===== src/rtl/div_pkg.sv =====
// rtl/div_pkg.sv - shared state encoding and sign helpers for the sequential divider
package div_pkg;

  typedef enum logic [1:0] {
    S_IDLE = 2'd0,
    S_CALC = 2'd1,
    S_DONE = 2'd2
  } div_state_t;

  // Helpers work on the widest legal operand; callers extend in and truncate out.
  localparam int MAX_W = 16;

  // Magnitude of a sign-extended two's-complement value.
  function automatic logic [MAX_W-1:0] abs_w(input logic [MAX_W-1:0] v);
    return v[MAX_W-1] ? (~v + 1'b1) : v;
  endfunction

  // Negate when neg is set; used to restore result signs after magnitude division.
  function automatic logic [MAX_W-1:0] neg_w(input logic [MAX_W-1:0] v, input logic neg);
    return neg ? (~v + 1'b1) : v;
  endfunction

endpackage


===== src/rtl/div_ctrl.sv =====
// rtl/div_ctrl.sv - divider sequencing: go acceptance, step counter, busy and result_valid
module div_ctrl
  import div_pkg::*;
#(
  parameter int WIDTH = 4
) (
  input  logic clk,
  input  logic reset,
  input  logic go,
  input  logic div_zero,
  output logic accept,
  output logic finish,
  output logic busy,
  output logic result_valid
);

  localparam int CNT_W = $clog2(WIDTH + 1);

  div_state_t       state;
  logic [CNT_W-1:0] count;

  assign accept = go && (state != S_CALC);
  assign finish = (state == S_CALC) && (count == CNT_W'(1));

  always_ff @(posedge clk) begin
    if (reset) begin
      state        <= S_IDLE;
      count        <= '0;
      busy         <= 1'b0;
      result_valid <= 1'b0;
    end else begin
      case (state)
        S_IDLE, S_DONE: begin
          if (go) begin
            state        <= S_CALC;
            // A zero divisor needs no iterations; a single step just loads the fixed result.
            count        <= div_zero ? CNT_W'(1) : CNT_W'(WIDTH);
            busy         <= 1'b1;
            result_valid <= 1'b0;
          end
        end
        S_CALC: begin
          if (count == CNT_W'(1)) begin
            state        <= S_DONE;
            busy         <= 1'b0;
            result_valid <= 1'b1;
          end else begin
            count <= count - 1'b1;
          end
        end
        default: begin
          state <= S_IDLE;
          busy  <= 1'b0;
        end
      endcase
    end
  end

endmodule


===== src/rtl/seq_divider_n.sv =====
// rtl/seq_divider_n.sv - restoring divider, one quotient bit per clock, optional signed mode
module seq_divider_n
  import div_pkg::*;
#(
  parameter int WIDTH     = 4,
  parameter bit SIGNED_EN = 1'b0
) (
  input  logic             clk,
  input  logic             reset,
  input  logic             go,
  input  logic             signed_mode,
  input  logic [WIDTH-1:0] dividend,
  input  logic [WIDTH-1:0] divisor,
  output logic [WIDTH-1:0] quotient,
  output logic [WIDTH-1:0] remainder,
  output logic             result_valid,
  output logic             busy,
  output logic             div_by_zero,
  output logic             overflow
);

  localparam logic [WIDTH-1:0] MOST_NEG = {1'b1, {(WIDTH-1){1'b0}}};

  logic             accept;
  logic             finish;
  logic             sgn;
  logic [WIDTH-1:0] dvd_mag, dvs_mag;
  logic [WIDTH-1:0] a_reg, q_reg, d_reg, dvd_raw;
  logic             neg_q, neg_r, zero_flag, ovf_flag;
  logic [WIDTH:0]   a_sh, trial;
  logic [WIDTH-1:0] a_next, q_next, q_fix, r_fix;

  div_ctrl #(.WIDTH(WIDTH)) u_ctrl (
    .clk          (clk),
    .reset        (reset),
    .go           (go),
    .div_zero     (divisor == '0),
    .accept       (accept),
    .finish       (finish),
    .busy         (busy),
    .result_valid (result_valid)
  );

  always_comb begin
    sgn     = SIGNED_EN && signed_mode;
    dvd_mag = dividend;
    dvs_mag = divisor;
    if (sgn) begin
      dvd_mag = WIDTH'(abs_w(MAX_W'($signed(dividend))));
      dvs_mag = WIDTH'(abs_w(MAX_W'($signed(divisor))));
    end
    a_sh   = {a_reg, q_reg[WIDTH-1]};
    trial  = a_sh - {1'b0, d_reg};
    // Restoring step: a negative trial keeps the shifted A and shifts in a 0.
    a_next = trial[WIDTH] ? a_sh[WIDTH-1:0] : trial[WIDTH-1:0];
    q_next = {q_reg[WIDTH-2:0], ~trial[WIDTH]};
    q_fix  = WIDTH'(neg_w(MAX_W'(q_next), neg_q));
    r_fix  = WIDTH'(neg_w(MAX_W'(a_next), neg_r));
  end

  always_ff @(posedge clk) begin
    if (reset) begin
      a_reg       <= '0;
      q_reg       <= '0;
      d_reg       <= '0;
      dvd_raw     <= '0;
      neg_q       <= 1'b0;
      neg_r       <= 1'b0;
      zero_flag   <= 1'b0;
      ovf_flag    <= 1'b0;
      quotient    <= '0;
      remainder   <= '0;
      div_by_zero <= 1'b0;
      overflow    <= 1'b0;
    end else if (accept) begin
      a_reg       <= '0;
      q_reg       <= dvd_mag;
      d_reg       <= dvs_mag;
      dvd_raw     <= dividend;
      neg_q       <= sgn && (dividend[WIDTH-1] ^ divisor[WIDTH-1]);
      neg_r       <= sgn && dividend[WIDTH-1];
      zero_flag   <= (divisor == '0);
      ovf_flag    <= sgn && (dividend == MOST_NEG) && (divisor == '1);
      div_by_zero <= 1'b0;
      overflow    <= 1'b0;
    end else if (busy) begin
      a_reg <= a_next;
      q_reg <= q_next;
      if (finish) begin
        if (zero_flag) begin
          quotient    <= '1;
          remainder   <= dvd_raw;
          div_by_zero <= 1'b1;
        end else begin
          // Most-negative / -1 wraps naturally: magnitude 2^(W-1) with a positive sign.
          quotient  <= q_fix;
          remainder <= r_fix;
          overflow  <= ovf_flag;
        end
      end
    end
  end

endmodule


===== config.mk =====
export PLATFORM = sky130hd
export DESIGN_NAME = seq_divider_n
export DESIGN_NICKNAME = d
export VERILOG_FILES = /design/src/rtl/div_pkg.sv /design/src/rtl/div_ctrl.sv /design/src/rtl/seq_divider_n.sv
export SDC_FILE = /design/constraint.sdc
export NUM_CORES = 1
export LEC_CHECK = 0
export CAP_MARGIN = 20
export CORE_UTILIZATION = 47
export DETAILED_ROUTE_END_ITERATION = 6
export DONT_BUFFER_PORTS = 1
export HOLD_SLACK_MARGIN = 0.05
export PLACE_DENSITY = 0.62
export RECOVER_POWER = 25
export SYNTH_ARGS = -nofsm -noshare
export SYNTH_HDL_FRONTEND = slang
export SYNTH_SLANG_ARGS = --single-unit

===== constraint.sdc =====
create_clock -name clk -period 2.8 [get_ports clk]
set_input_delay 0.56 -clock clk [delete_from_list [all_inputs] [get_ports clk]]
set_output_delay 0.56 -clock clk [all_outputs]
set_load 0.005 [all_outputs]

; Word level (Yosys, flattened, before mapping)
; Cells that the tools add are included.
[word_totals]
ff_bits = 33
in_bits = 12
[op_classes]
addsub = 2
eq_ne = 7
muxes = 18
bitwise = 2
reduce_logical = 13
[op_table]
columns = op, count
row1 = 2-to-1 mux 4 bit, 5
row2 = AND reduction 3 bit, 4
row3 = 2-to-1 mux 3 bit, 3
row4 = inequality test 2 bit (second input constant), 3
row5 = case mux 3 bit (2 select lines), 1
row6 = subtractor 5 x 4 -> 5 bit, 1
row7 = zero test 4 bit, 1
row8 = 2-to-1 mux 1 bit, 4
row9 = 2-to-1 mux 2 bit, 2
row10 = case mux 1 bit (2 select lines), 2
row11 = case mux 2 bit (2 select lines), 1
row12 = nonzero test 2 bit, 2
row13 = OR reduction 2 bit, 2
row14 = equality test 3 x 1 -> 1 bit (second input constant), 1
row15 = subtractor 3 x 1 -> 3 bit (second input constant), 1
row16 = equality test 2 x 1 -> 1 bit (second input constant), 1
row17 = equality test 2 bit (second input constant), 1
row18 = logical AND 1 bit, 2
row19 = zero test 2 bit, 1
row20 = inequality test 2 x 1 -> 1 bit (second input constant), 1
row21 = inverter 1 bit, 2
row22 = AND reduction 2 bit, 1

; Longest topological paths before layout
; Gate-level depths: netlist of the first run.
[logic_depth]
ltp_word = 4
mapped_depth = 9
mapped_depth_nobuf = 9

; Hierarchy
; From an unflattened synthesis of the first run, not the netlist that was laid out.
[hier_totals]
cells_unflattened = 182
hier_area_um2 = 1622.8
[by_module_without_submodules]
columns = mod, instances, cells_each, area_per_inst_um2, seq_area_each_um2
row1 = seq_divider_n, 1, 142, 1256.2, 520.5
row2 = div_ctrl, 1, 40, 366.6, 140.1

; Least setup slack after synthesis of the first run
; No wires, ideal clock.
[synth_path]
path_kind = flip-flop to flip-flop
from = reg q_reg[3]
to = reg a_reg[1]
setup_ps = 130
arrival_time_ps = 1841
setup_slack_ps = 829
path_stages_with_launch = 10
synth_period_minus_slack_ps = 1971
cell_sequence = dfxtp_1 > inv_1 > ha_1 > inv_1 > fa_1 > a21o_1 > a21oi_4 > xnor2_4 > mux2i_1 > a21oi_1
[synth_via]
elab_chain_cells = 2
[synth_lines]
columns = element, line_no
row1 = "start, declared", seq_divider_n.sv:28  ; logic [WIDTH-1:0] a_reg, q_reg, d_reg, dvd_raw;
row2 = "start signal, assigned", seq_divider_n.sv:77  ; q_reg <= dvd_mag;
row3 = "start signal, assigned", seq_divider_n.sv:88  ; q_reg <= q_next;
row4 = subtractor 5 x 4 -> 5 bit, seq_divider_n.sv:53  ; trial = a_sh - {1'b0, d_reg};
row5 = 2-to-1 mux 4 bit, seq_divider_n.sv:55  ; a_next = trial[WIDTH] ? a_sh[WIDTH-1:0] : trial[WIDTH-1:0];
row6 = "end signal, assigned", seq_divider_n.sv:87  ; a_reg <= a_next;
row7 = "end, declared", seq_divider_n.sv:28
; No other way between the ends.
; A chain may end at the register's enable or synchronous reset.

; Final worst setup path of the first run
; Ends and elaborated chain as after synthesis.

==> reports/results.ini, run 1 <==
[status]
status=finished, final reports clean

[logic_synthesis]
synthCells=193
synth_cell_types=33
synth-warning-count=0
netlist_area_um2=1580
syn_avg_cell_area_um2=8.21
seq_area_frac_synth_pct=41.7
ys_ff_latch=33
syn-num-nets=212

[flow_run]
maxCapViolations=0

[min_path]
hold_depth=1
hold_end=remainder[3]
min_from=reset
hp-class=in -> reg

[clocking]
cts_buffers=5
root_buffer=clkbuf_4
cts.hold.buffers_added=0
cts-htree-levels=2
clock_path_buffers=2
clock-sinks=33
clkLatencyLatePin_ns=0.34
post_cts_resized=0
path_clk_slew_ns=0.10
post_cts_buffers=0
cts_tree=built

[drt]
wirelength_mm=3.01
dr.pass1.iters=4
drt_iter0_markers=50
num_vias=1264
drtAntennaViolNets=0
remaining_drc_errors=0
wl_per_cell_um=12.9
vias_per_cell=5.40

[sta]
finalSetupViolations=0
finalCriticalPeriod_ns=2.20
hold_viol=0
relSlewSlack_pct=60.3
finClkSkew_ns=0.00677
tightest_slew_ns=0.595
fmaxAchievable_mhz=454
period_share_pct=78.7
setup_tns_ns=0
finalMaxSlewViolations=0
rsz0062_at_grt=no

[place]
gp_congestion=0.813
place_hpwl_mm=2.21
place.port_buffers=0

[layout]
final_cell_mix=33 x dfxtp_1, 31 x nand2_1, 25 x a21oi_1, 19 x nor2_1, 12 x nor3_1
fill_cells=308
num-nets-final=208
final_common_cell=dfxtp_1
layout-drive-gt1-share_pct=6.84
area_growth_pct=5.77
diodes=0

[setup_path]
critPathMaxFanout=10
critical_path_class=reg -> reg
r2r-end=a_reg[1]
cp-end-kind=register
reg2reg_depth=9
reg2reg_setup_slack_ns=0.60
crit_required_ns=3.00
rr_startpoint=q_reg[3]
crit_arrival_ns=2.41
cp-start-kind=register

[floorplan]
die_w_um=60.1
rows=20
ios=24
dieArea_um2=3610
die_h_um=60.1
core_area_um2=3130
floorplan.initialDensity_pct=50.6

[power]
power_density_nw_per_um2=633
power.total_w=0.00106
power.static_leakage_nw=0.628
power.ir.vdd_worst_mv=0.288

[global_routing]
antenna_found_initial=0
grt-ovfl-total=0
grt_pass1_wl_mm=5.06
grt_max_degree=31
grt_util_all_layers_pct=19.4
grt_pass1_vias=1183

-- report_power, final --
part / internal [W] / switching, W
clock network: 0.000213 / 0.000162
logic: 0.0000781 / 0.0000900
registers: 0.000493 / 0.0000248
total: 0.000784 / 0.000277
-- stage by stage --
| step | worst slack (ns) | instance area (um2) | instances | util, % | hold slack (ns) |
|---|---|---|---|---|---|
| final | 0.597 | 1680 | 234 | 53.6 | 0.272 |
| after global routing | 0.436 | 1680 | 234 | 53.6 | 0.253 |
| after CTS | 0.565 | 1680 | 234 | 53.6 | 0.263 |
| after detailed placement | 0.588 | 1590 | 226 | 50.8 | 0.440 |
| after global placement | 0.630 | 1590 | 226 | 50.8 | 0.434 |
| after floorplan | 0.829 | 1580 | 193 | - | 0.431 |
-- layout make-up --
type	count	area, um2	area share (%)
Clock buffer	7	55.1	3.29
Clock inverter	1	30.0	1.79
Inverter	9	33.8	2.02
Multi-Input combinational cell	140	841	50.2
Sequential cell	33	661	39.4
Tap cell	44	55.1	3.29
-- cell usage after synthesis, drive strengths merged --
| cell type | count | share of area [%] |
|---|---|---|
| xor2 | 2 | 1.1 |
| a31oi | 3 | 1.2 |
| mux2i | 5 | 3.2 |
| o21ai | 10 | 3.2 |
| nand2 | 31 | 7.3 |
| o21a | 2 | 0.95 |
| and4bb | 1 | 0.79 |
| or3 | 1 | 0.40 |
| fa | 1 | 1.3 |
| a311oi | 1 | 0.95 |
| xnor2 | 1 | 1.7 |
| mux2 | 2 | 1.4 |
| a21o | 2 | 0.95 |
| buf | 6 | 1.9 |
| conb | 1 | 0.24 |
| nor4 | 1 | 0.40 |
| and2 | 2 | 0.79 |
| a21oi | 26 | 8.9 |
| nor2 | 19 | 4.5 |
| ha | 6 | 4.7 |
| clkbuf | 5 | 1.2 |
| dfxtp | 33 | 42 |
| a211oi | 1 | 0.47 |
| nor2b | 1 | 0.40 |
| nor3 | 12 | 3.8 |
| inv | 9 | 2.1 |
| nand3b | 5 | 2.4 |
| nand2b | 4 | 2.1 |
-- kinds of logic after synthesis --
group                      share of synthesized area (%)
AOI/OAI and AO/OA                                   16.6
xor gates and xnor gates                            2.84
adders and majority gates                           6.00
buffers and inverters                               5.21
DFF                                                 41.7
muxes                                               4.58
other                                              0.237
and+or+nand+nor                                     22.8
-- routing by layer --
metal / global-route usage [%] / wire [um]
met1: 23.7 / 1380
met2: 30.3 / 1400
met3: 7.14 / 175
met4: 8.97 / 60
met5: 0 / 0
-- worst max-delay path, stage by stage (launching register included) --
cell     delay, ns
dfxtp_1       0.33
inv_1         0.09
ha_1          0.17
inv_1         0.05
fa_1          0.40
a21o_1        0.21
a21oi_4       0.20
xnor2_4       0.22
mux2i_1       0.30
a21oi_1       0.10
-- worst max-delay path by stage --
stage / startpoint / endpoint / slack (ns)
after detailed placement: q_reg[3] / a_reg[1] / 0.59
after floorplan: q_reg[3] / a_reg[1] / 0.83
final: q_reg[3] / a_reg[1] / 0.60
after CTS: q_reg[3] / a_reg[1] / 0.56
after global routing: q_reg[3] / a_reg[1] / 0.44
after global placement: q_reg[3] / a_reg[1] / 0.63
Power figures use the tool's default switching activity.
==> run 2, diff against run 1 <==
==> constraint.sdc (replaced) <==
create_clock -name clk -period 2.13 [get_ports clk]
set_input_delay 0.426 -clock clk [delete_from_list [all_inputs] [get_ports clk]]
set_output_delay 0.426 -clock clk [all_outputs]
set_load 0.005 [all_outputs]
==> reports/results.ini, run 2 (synthesis results as in run 1) <==
[status]
status=finished, final reports clean

[setup_path]
critical_path_class=reg -> reg
reg2reg_setup_slack_ns=0.09  ; -0.51 ns
critPathMaxFanout=6  ; -4
cp-start-kind=register
crit_path_frequent_cell=inv_2
critPathBufInv=3  ; +1
r2r-end=remainder[0]
path_delay_family=compound AO/OA/AOI/OAI gates
crit_required_ns=2.39  ; -0.61 ns
path_cells=inv_2 > ha_4 > inv_2 > fa_2 > a21o_1 > a21oi_4 > xnor2_4 > buf_6 > mux2i_1 > a21oi_1
reg2reg_depth=10  ; +1
crit_arrival_ns=2.30  ; -0.11 ns
critPathSlowestCell=fa_2
cp_slowest_stage_delay_ns=0.35  ; -0.05 ns
cp-end-kind=register
rr_startpoint=q_reg[3]

[global_routing]
grt_util_all_layers_pct=21.0  ; +1.6 points
antenna_found_initial=0  ; unchanged
grt_max_degree=31  ; unchanged
grt_pass1_vias=1233  ; +4.2%
grt_pass1_wl_mm=5.42  ; +7.1%
grt-ovfl-total=0  ; unchanged

[clocking]
cts.hold.buffers_added=0  ; unchanged
cts_tree=built
clock-sinks=33  ; unchanged
clkLatencyLatePin_ns=0.35  ; about the same
cts_buffers=5  ; unchanged
clock_path_buffers=2  ; unchanged
root_buffer=clkbuf_4
cts-htree-levels=2  ; unchanged
path_clk_slew_ns=0.11  ; about the same

[layout]
layout-drive-gt1-share_pct=14.2  ; +7.4 points
area_growth_pct=8.77
fin_area_um2=1720  ; +2.8%
final_cell_mix=31 x nand2_1, 31 x dfxtp_1, 25 x a21oi_1, 19 x nor2_1, 12 x nor3_1
num-nets-final=215  ; +3.4%
finish.utilization_pct=55.1  ; +1.5 points
layout.cells.non_filler=241  ; +3.0%
diodes=0  ; unchanged
fill_cells=315  ; +2.3%

[floorplan]
die_h_um=60.1  ; unchanged
rows=20  ; unchanged
dieArea_um2=3610  ; unchanged
ios=24  ; unchanged
floorplan.initialDensity_pct=50.6  ; unchanged
die_w_um=60.1  ; unchanged
core_area_um2=3130  ; unchanged

[drt]
remaining_drc_errors=0  ; unchanged
vias_per_cell=5.27  ; -2.4%
wl_per_cell_um=13.2  ; +2.4%
drt_iter0_markers=58  ; +16%
wirelength_mm=3.17  ; +5.5%
drtAntennaViolNets=0  ; unchanged
dr.pass1.iters=4  ; unchanged
num_vias=1271  ; +0.55%

[power]
power.ir.vdd_worst_mv=0.436  ; +51%
p_int_w=0.000912  ; +16%
power_density_nw_per_um2=755  ; +19%
power_frac_seq_pct=52.2  ; +3.4 points
p_sw_w=0.000388  ; +40%
pwr-share-clk_pct=26.7  ; -8.6 points
p_comb_share_pct=21.1  ; +5.2 points
power.static_leakage_nw=0.645  ; +2.8%
swShare_pct=29.9  ; +3.8 points

[sta]
rsz0062_at_grt=yes
relSlewSlack_pct=62.6  ; +2.3 points
finClkSkew_ns=0.0146  ; +0.00782 ns
fmaxAchievable_mhz=489  ; +7.8%
finalSetupViolations=0  ; unchanged
finalCriticalPeriod_ns=2.04  ; -0.159 ns
hold_viol=0  ; unchanged
finalWorstSetupSlack_ns=0.0857  ; -0.511 ns
finalMaxSlewViolations=0  ; unchanged
period_share_pct=96.0  ; +17 points
tightest_slew_ns=0.555  ; -0.0392 ns

[place]
place_hpwl_mm=2.28  ; +2.8%
dpl_cell_area_um2=1610  ; +0.94%
place_inst=228  ; +0.88%
gp_congestion=0.837  ; +3.0%
dpl_worst_slack_ns=-0.0142  ; -0.602 ns
place.port_buffers=0  ; unchanged

[min_path]
hp-class=in -> reg
hold_depth=1  ; unchanged
hold_end=remainder[3]
min_from=reset

[flow_run]
maxCapViolations=0  ; unchanged

## run 2: cell count changes in the layout (fill, tap and decap cells not counted), sizes merged
| cell | delta |
|---|---|
| clkbuf | -2 |
| buf | +7 |
| bufinv | -1 |
| clkinvlp | +1 |
| clkinv | +2 |
## run 2: what timing repair did
| action | in CTS | in global routing |
|---|---|---|
| setup endpoints to repair | 4 | 8 |
| resized for setup | 4 | 7 |
| pin swaps | 2 | 8 |
| setup buffers | 3 | 2 |
## run 2: through the flow
| step | setup TNS [ns] | hold slack [ns] | power (W) |
|---|---|---|---|
| 2_1_floorplan | 0 | 0.431 | 0.000887 |
| 3_3_place_gp | 0 | 0.439 | 0.000915 |
| 3_5_place_dp | -0.0358 | 0.446 | 0.000923 |
| 4_1_cts | 0 | 0.109 | 0.00130 |
| 5_1_grt | -0.0254 | 0.0942 | 0.00138 |
| 6_report | 0 | 0.120 | 0.00130 |
## run 2: layout make-up
| type | instances | area (um2) | area share [%] |
|---|---|---|---|
| clock buffers | 5 | 37.5 | 2.18 |
| clock inverters | 3 | 17.5 | 1.02 |
| repair buffers | 7 | 56.3 | 3.27 |
| flip-flops and latches | 33 | 663 | 38.5 |
| inverters | 9 | 33.8 | 1.96 |
| multi-input cells | 140 | 860 | 49.9 |
| well taps | 44 | 55.1 | 3.20 |
## run 2: worst max path at each step
stage | from | endpoint | slack, ns | cells past startpoint
after global routing | q_reg[3] | remainder[0] | -0.02 | 10
after CTS | q_reg[3] | remainder[3] | 0.003 | 10
after detailed placement | q_reg[3] | remainder[1] | -0.01 | 9
after floorplan | q_reg[3] | a_reg[1] | 0.16 | 9
final | q_reg[3] | remainder[0] | 0.09 | 10
after global placement | q_reg[3] | remainder[2] | 0.03 | 9
## run 2: per-layer routing
layer / track usage [%] / vias to the layer above / routed length, um
met5: 0 / - / 0
met4: 8.97 / 0 / 60
met3: 8.01 / 6 / 153
met2: 34.0 / 17 / 1490
met1: 24.8 / 592 / 1470
li1: - / 656 / -
## run 2: power groups by stage
| stage | clock network, W | registers (W) | logic (W) |
|---|---|---|---|
| 2_1_floorplan | 0 | 0.000680 | 0.000206 |
| 3_3_place_gp | 0 | 0.000690 | 0.000225 |
| 3_5_place_dp | 0 | 0.000692 | 0.000232 |
| 4_1_cts | 0.000361 | 0.000678 | 0.000266 |
| 5_1_grt | 0.000390 | 0.000685 | 0.000305 |
| 6_report | 0.000347 | 0.000679 | 0.000274 |
